===== src/rtl/flame_pkg.sv =====
// Shared types and constants for the flame scheduler and its explosion slots.
package flame_pkg;

    localparam int NUM_SLOTS    = 4;
    localparam int GRID_W       = 15;
    localparam int GRID_H       = 13;
    localparam int FLAME_FRAMES = 60;
    localparam int RANGE_W      = 3;
    localparam int TIMER_W      = 7;
    localparam int SPRITE_DIM   = 28;
    localparam int PIX_W        = $clog2(SPRITE_DIM);

    typedef logic [3:0]         coord_t;
    typedef logic [RANGE_W-1:0] range_t;
    typedef logic [TIMER_W-1:0] timer_t;
    typedef logic [PIX_W-1:0]   pix_t;

    typedef enum logic {
        IDLE = 1'b0,
        BURN = 1'b1
    } slot_state_e;

    typedef struct packed {
        slot_state_e state;
        coord_t      x;
        coord_t      y;
        range_t      range;
        timer_t      timer;
    } slot_t;

    // Distance between two cell coordinates, widened so the subtraction cannot wrap.
    function automatic logic [4:0] abs_diff(input coord_t a, input coord_t b);
        logic [4:0] wa;
        logic [4:0] wb;
        wa = {1'b0, a};
        wb = {1'b0, b};
        return (wa >= wb) ? (wa - wb) : (wb - wa);
    endfunction

endpackage


===== src/rtl/flame_slot.sv =====
// One explosion slot: burn timer, lifecycle FSM and cross-shaped coverage test.
module flame_slot
    import flame_pkg::*;
(
    input  logic   Clk,
    input  logic   Reset_n,
    input  logic   frame_tick,
    input  logic   alloc,
    input  coord_t det_x,
    input  coord_t det_y,
    input  range_t det_range,
    input  coord_t q_x,
    input  coord_t q_y,
    output logic   idle,
    output logic   burn_next,
    output logic   covered
);

    slot_t cur;
    slot_t nxt;

    // Slot register; reset returns the slot to IDLE with a cleared timer.
    always_ff @(posedge Clk or negedge Reset_n) begin
        if (!Reset_n) begin
            cur <= '0;
        end else begin
            cur <= nxt;
        end
    end

    // Next-state logic: a fresh allocation ignores the frame tick, a tick at timer 1 frees the slot.
    always_comb begin
        nxt = cur;
        case (cur.state)
            IDLE: begin
                if (alloc) begin
                    nxt.state = BURN;
                    nxt.x     = det_x;
                    nxt.y     = det_y;
                    nxt.range = det_range;
                    nxt.timer = timer_t'(FLAME_FRAMES);
                end
            end
            BURN: begin
                if (frame_tick) begin
                    if (cur.timer == timer_t'(1)) begin
                        nxt.state = IDLE;
                        nxt.timer = '0;
                    end else begin
                        nxt.timer = cur.timer - timer_t'(1);
                    end
                end
            end
            default: nxt = cur;
        endcase
    end

    logic [4:0] dx;
    logic [4:0] dy;
    logic [4:0] reach;

    // Coverage is a plus shape around the bomb cell; the grid edge clips the arms for free.
    always_comb begin
        dx      = abs_diff(q_x, cur.x);
        dy      = abs_diff(q_y, cur.y);
        reach   = 5'(cur.range);
        covered = (cur.state == BURN) &&
                  (((q_y == cur.y) && (dx <= reach)) ||
                   ((q_x == cur.x) && (dy <= reach)));
    end

    assign idle      = (cur.state == IDLE);
    assign burn_next = (nxt.state == BURN);

endmodule


===== src/rtl/flame_scheduler.sv =====
// Explosion tracker: slot allocator, burning-slot count and per-pixel flame query.
module flame_scheduler
    import flame_pkg::*;
(
    input  logic               Clk,
    input  logic               Reset_n,
    input  logic               frame_tick,
    input  logic               det_valid,
    output logic               det_ready,
    input  logic [3:0]         det_x,
    input  logic [3:0]         det_y,
    input  logic [RANGE_W-1:0] det_range,
    input  logic               q_valid,
    input  logic [3:0]         q_x,
    input  logic [3:0]         q_y,
    input  logic [4:0]         q_px,
    input  logic [4:0]         q_py,
    output logic               r_valid,
    output logic               r_hit,
    output logic [4:0]         r_row,
    output logic [4:0]         r_col,
    output logic [2:0]         active_cnt
);

    localparam coord_t GRID_W_C = coord_t'(GRID_W);
    localparam coord_t GRID_H_C = coord_t'(GRID_H);

    logic [NUM_SLOTS-1:0] idle;
    logic [NUM_SLOTS-1:0] burn_next;
    logic [NUM_SLOTS-1:0] covered;
    logic [NUM_SLOTS-1:0] alloc;
    logic                 found;
    logic [2:0]           cnt_next;
    logic                 hit_now;

    for (genvar i = 0; i < NUM_SLOTS; i++) begin : g_slot
        flame_slot u_slot (
            .Clk        (Clk),
            .Reset_n    (Reset_n),
            .frame_tick (frame_tick),
            .alloc      (alloc[i]),
            .det_x      (det_x),
            .det_y      (det_y),
            .det_range  (det_range),
            .q_x        (q_x),
            .q_y        (q_y),
            .idle       (idle[i]),
            .burn_next  (burn_next[i]),
            .covered    (covered[i])
        );
    end

    // Ready reflects registered slot state only, so a slot expiring this cycle is not yet free.
    assign det_ready = |idle;

    // Priority allocator: lowest idle slot wins; off-grid requests are accepted but consume nothing.
    always_comb begin
        alloc = '0;
        found = 1'b0;
        if (det_valid && det_ready && (det_x < GRID_W_C) && (det_y < GRID_H_C)) begin
            for (int i = 0; i < NUM_SLOTS; i++) begin
                if (idle[i] && !found) begin
                    alloc[i] = 1'b1;
                    found    = 1'b1;
                end
            end
        end
    end

    // Count the slots that will be burning after this edge.
    always_comb begin
        cnt_next = '0;
        for (int i = 0; i < NUM_SLOTS; i++) begin
            cnt_next = cnt_next + {2'b00, burn_next[i]};
        end
    end

    assign hit_now = q_valid && (|covered);

    // Burning-slot count register, updated alongside the slot states.
    always_ff @(posedge Clk or negedge Reset_n) begin
        if (!Reset_n) begin
            active_cnt <= '0;
        end else begin
            active_cnt <= cnt_next;
        end
    end

    // One-cycle query result register; sprite coordinates are zeroed on a miss.
    always_ff @(posedge Clk or negedge Reset_n) begin
        if (!Reset_n) begin
            r_valid <= 1'b0;
            r_hit   <= 1'b0;
            r_row   <= '0;
            r_col   <= '0;
        end else begin
            r_valid <= q_valid;
            r_hit   <= hit_now;
            r_row   <= hit_now ? q_py : 5'd0;
            r_col   <= hit_now ? q_px : 5'd0;
        end
    end

endmodule


===== config.mk =====
export PLATFORM = sky130hd
export DESIGN_NAME = flame_scheduler
export DESIGN_NICKNAME = d
export VERILOG_FILES = /design/src/rtl/flame_pkg.sv /design/src/rtl/flame_slot.sv /design/src/rtl/flame_scheduler.sv
export SDC_FILE = /design/constraint.sdc
export NUM_CORES = 1
export LEC_CHECK = 0
export ABC_AREA = 1
export ABC_CLOCK_PERIOD_IN_PS = 7720
export CAP_MARGIN = 20
export CORE_UTILIZATION = 36
export DETAILED_ROUTE_END_ITERATION = 8
export GPL_TIMING_DRIVEN = 1
export SLEW_MARGIN = 25
export SYNTH_ARGS = -nofsm -noshare
export SYNTH_HDL_FRONTEND = slang
export SYNTH_SLANG_ARGS = --single-unit

===== constraint.sdc =====
create_clock -name Clk -period 7.72 [get_ports Clk]
set_input_delay 1.544 -clock Clk [delete_from_list [all_inputs] [get_ports Clk]]
set_output_delay 1.544 -clock Clk [all_outputs]
set_load 0.01 [all_outputs]

==> flow_summary_export.csv <==
group,metric,value,unit
run_status,status,"complete, no violations",
floorplan,die_width,145,µm
routing,drcViolationCount,0,
floorplan,ios,50,
run,max_cap_viol_count,0,
timing,clock.fmax,0.184,GHz
timing,setup_viol,0,
timing,worst_slack,2.29,ns
cells_and_area,fin_cells,1273,
critical_path,cpMaxStageDelayCell,"clkdlybuf4s50_1",
timing,fin_skew,0.0112,ns
synth,ys_types,41,
cells_and_area,diodes,0,
cells_and_area,layout_common_cells,"243 x nand2_1, 166 x inv_1, 98 x ha_1",
clock_tree,cts_tree,"built",
floorplan,core,19700,µm²
critical_path,reg2regPathDepth,22,
cells_and_area,final_common_cell,"nand2_1",
global_routing,antenna_found_initial,0,
min_path,min_path_type,"reg -> reg",
routing,drt-wirelength-per-cell,13.2,µm
power,combPwrFrac,0.609,
clock_tree,cts_sinks,91,
cells_and_area,fin_util,0.425,
synth,synth_edf_count,0,
place,routabilityCongestion,0.877,
critical_path,critical_path_class,"in -> reg",
power,internal_power,1770,µW
timing,hold_viol,0,
global_routing,grt_pass1_wl,29.1,mm
critical_path,required,7.94,ns
clock_tree,cts_setup_buffers,0,
synth,synth_top_cell_by_area,"dfrtp_1",
place,place_inst,1257,
clock_tree,cts.clk_slew.worst_paths,0.07,ns
routing,final_antenna_net_count,0,
critical_path,r2r_slack,4.29,ns
routing,drtIter0Drc,256,
clock_tree,clock_path_buffers,2,
power,ir_drop,0.171,mV
cells_and_area,finalNetCount,1152,
synth,synth-main-ff-cell,"dfrtp_1",
floorplan,die_h,145,µm
critical_path,cpPeakStageDelay,0.84,ns
routing,num_vias,6105,
clock_tree,h-tree-depth,3,
clock_tree,cts_made_buffers,9,
routing,wl,16.8,mm
critical_path,arrival,5.65,ns
power,p_seq_frac,0.260,
power,p_leak,0.00436,µW
critical_path,critPathMaxFanout,11,
floorplan,fp.dieArea,21000,µm²
synth,avgSynthCellArea,7.68,µm²
timing,timing.final.crit_period,5.43,ns
global_routing,grtUsageTotal,0.172,
synth,ys_ff_latch,91,
place,dp_slack,1.85,ns
cells_and_area,regArea,2280,µm²
critical_path,critPathLaunchType,"input pin",
clock_tree,post_cts_resized,0,
power,p_sw,1580,µW
timing,worstMarginPinSlew,0.995,ns
critical_path,worstSetupEndpointType,"flip-flop",
clock_tree,clk_latency,0.36,ns
power,swShare,0.472,
clock_tree,cts_root_buffer,"clkbuf_16",
cells_and_area,syn_to_final_growth,14.0,%
timing,maxSlewViolCount,0,
synth,synth_fp_nets,1107,
timing,period_share,0.704,
timing,relSlewSlack,0.335,
critical_path,cpMostUsedCell,"nand2_1",
global_routing,grt_max_degree,53,
cells_and_area,multi_input_area,4340,µm²
place,dp_hpwl,13.2,mm
floorplan,start_util,0.373,
routing,dr.pass1.iters,5,
routing,viasPerCell,4.80,
place,place.port_buffers,49,
clock_tree,cts_hold_buf,0,
synth,ys_async_sr_fraction,1.00,
synth,synth_largest_type_area_fraction,0.309,
timing,rsz0062_at_grt,"false",
power,power-per-cell-area,400,nW/µm²
power,power,3350,µW
global_routing,grt-ovfl-total,0,
min_path,hold_path_depth,2,
power,clockPowerShare,0.131,
cells_and_area,drive_gt1_frac,0.0585,
synth,ys_warn_count,0,
critical_path,path_cells,"clkdlybuf4s50_1 -> inv_1 -> ha_1 -> nand2_2 -> nor2_1 -> nor2_2 -> nand2_4 -> mux2i_1 -> xor2_1 -> inv_1 -> ha_1 -> nand3b_1 -> nand2_1 -> a21boi_1 -> nand2_1 -> nor2_1 -> nand2_1 -> nand2_1 -> nand2_1 -> nand2_1 -> nor2_2 -> nor3_1",
synth,synth_area_leaders,"dfrtp_1 31%, ha_1 17%, nand2_1 12%",
timing,tns,0,ns
synth,ys_seq_area_frac,0.309,
cells_and_area,fillers,1970,
global_routing,grt_pass1_vias,6106,
synth,synth_area,7360,µm²
floorplan,num_rows,51,
synth,synthCells,958,
## cell usage after synthesis, types with 6 or more instances
| cell type | instances |
|---|---|
| a21oi_1 | 37 |
| buf_2 | 8 |
| dfrtp_1 | 91 |
| fa_1 | 17 |
| ha_1 | 98 |
| inv_1 | 166 |
| nand2_1 | 244 |
| nand2_2 | 9 |
| nand3_1 | 58 |
| nor2_1 | 48 |
| nor3_1 | 10 |
| nor3_2 | 9 |
| o211ai_1 | 10 |
| o21ai_0 | 63 |
| o22ai_1 | 6 |
| xnor2_1 | 8 |
| xor2_1 | 16 |
## state kept, by name (all words and copies together), names as in the netlist
register           count
r_row                  5
r_hit                  1
g_slot.u_slot.cur     76
r_col                  5
r_valid                1
active_cnt             3
## power groups by stage
stage	Clock (µW)	Sequential (µW)	Combinational (µW)
floorplan	0	839	1600
global placement	0	877	2030
detailed placement	0	879	2050
CTS	456	873	2060
global route	475	906	2410
finish	441	871	2040
## critical path, delay by kind of cell
family                   cells  cell delay (ns)
AND/OR/NAND/NOR             14             1.63
XOR/XNOR                     1             0.17
AO/OA/AOI/OAI                1             0.08
adder cells (fa/ha/maj)      2             0.72
buffers and inverters        3             1.29
multiplexers                 1             0.21
## cell families (layout without fill, tap and decap cells)
group	after synthesis	in the layout	synth area share
xor gates and xnor gates	24	24	0.0286
and+or+nand+nor	397	397	0.233
buffers and inverters	188	238	0.101
DFF	91	91	0.309
AOI/OAI and AO/OA	136	136	0.105
muxes	7	7	0.0104
adders and majority gates	115	115	0.213
## area by class of cell
class,count,share of cell area
Clock buffer,9,0.0269
Clock inverter,7,0.00746
Inverter,170,0.0761
Multi-Input combinational cell,679,0.518
Sequential cell,91,0.272
Tap cell,265,0.0395
Timing Repair Buffer,52,0.0609
## metal layers
layer,vias to the layer above,part of all wire,GRT usage
met4,0,0.017,0.0606
met2,91,0.48,0.290
met5,-,0,0
li1,3135,-,-
met1,2856,0.48,0.222
met3,23,0.028,0.0267
## through the flow
step           instance area, µm²  hold slack [ns]
3_5_place_dp                 8100            0.474
4_1_cts                      8380            0.491
2_1_floorplan                7360            0.453
3_3_place_gp                 8100            0.465
6_report                     8390            0.489
5_1_grt                      8390            0.509
## final timing paths
kind / endpoint / startpoint
max in group asynchronous: g_slot[0].u_slot.cur[13]$_DFFE_PN0P_ / Reset_n
worst min-delay path: g_slot[1].u_slot.cur[9]$_DFFE_PN0P_ / g_slot[1].u_slot.cur[9]$_DFFE_PN0P_
worst min register to register: g_slot[1].u_slot.cur[9]$_DFFE_PN0P_ / g_slot[1].u_slot.cur[9]$_DFFE_PN0P_
worst max register to register: r_col[4]$_DFF_PN0_ / g_slot[3].u_slot.cur[12]$_DFFE_PN0P_
worst max-delay path: r_col[4]$_DFF_PN0_ / q_y[1]
min in group asynchronous: g_slot[3].u_slot.cur[3]$_DFFE_PN0P_ / Reset_n
(Power assumes the default switching activity.)
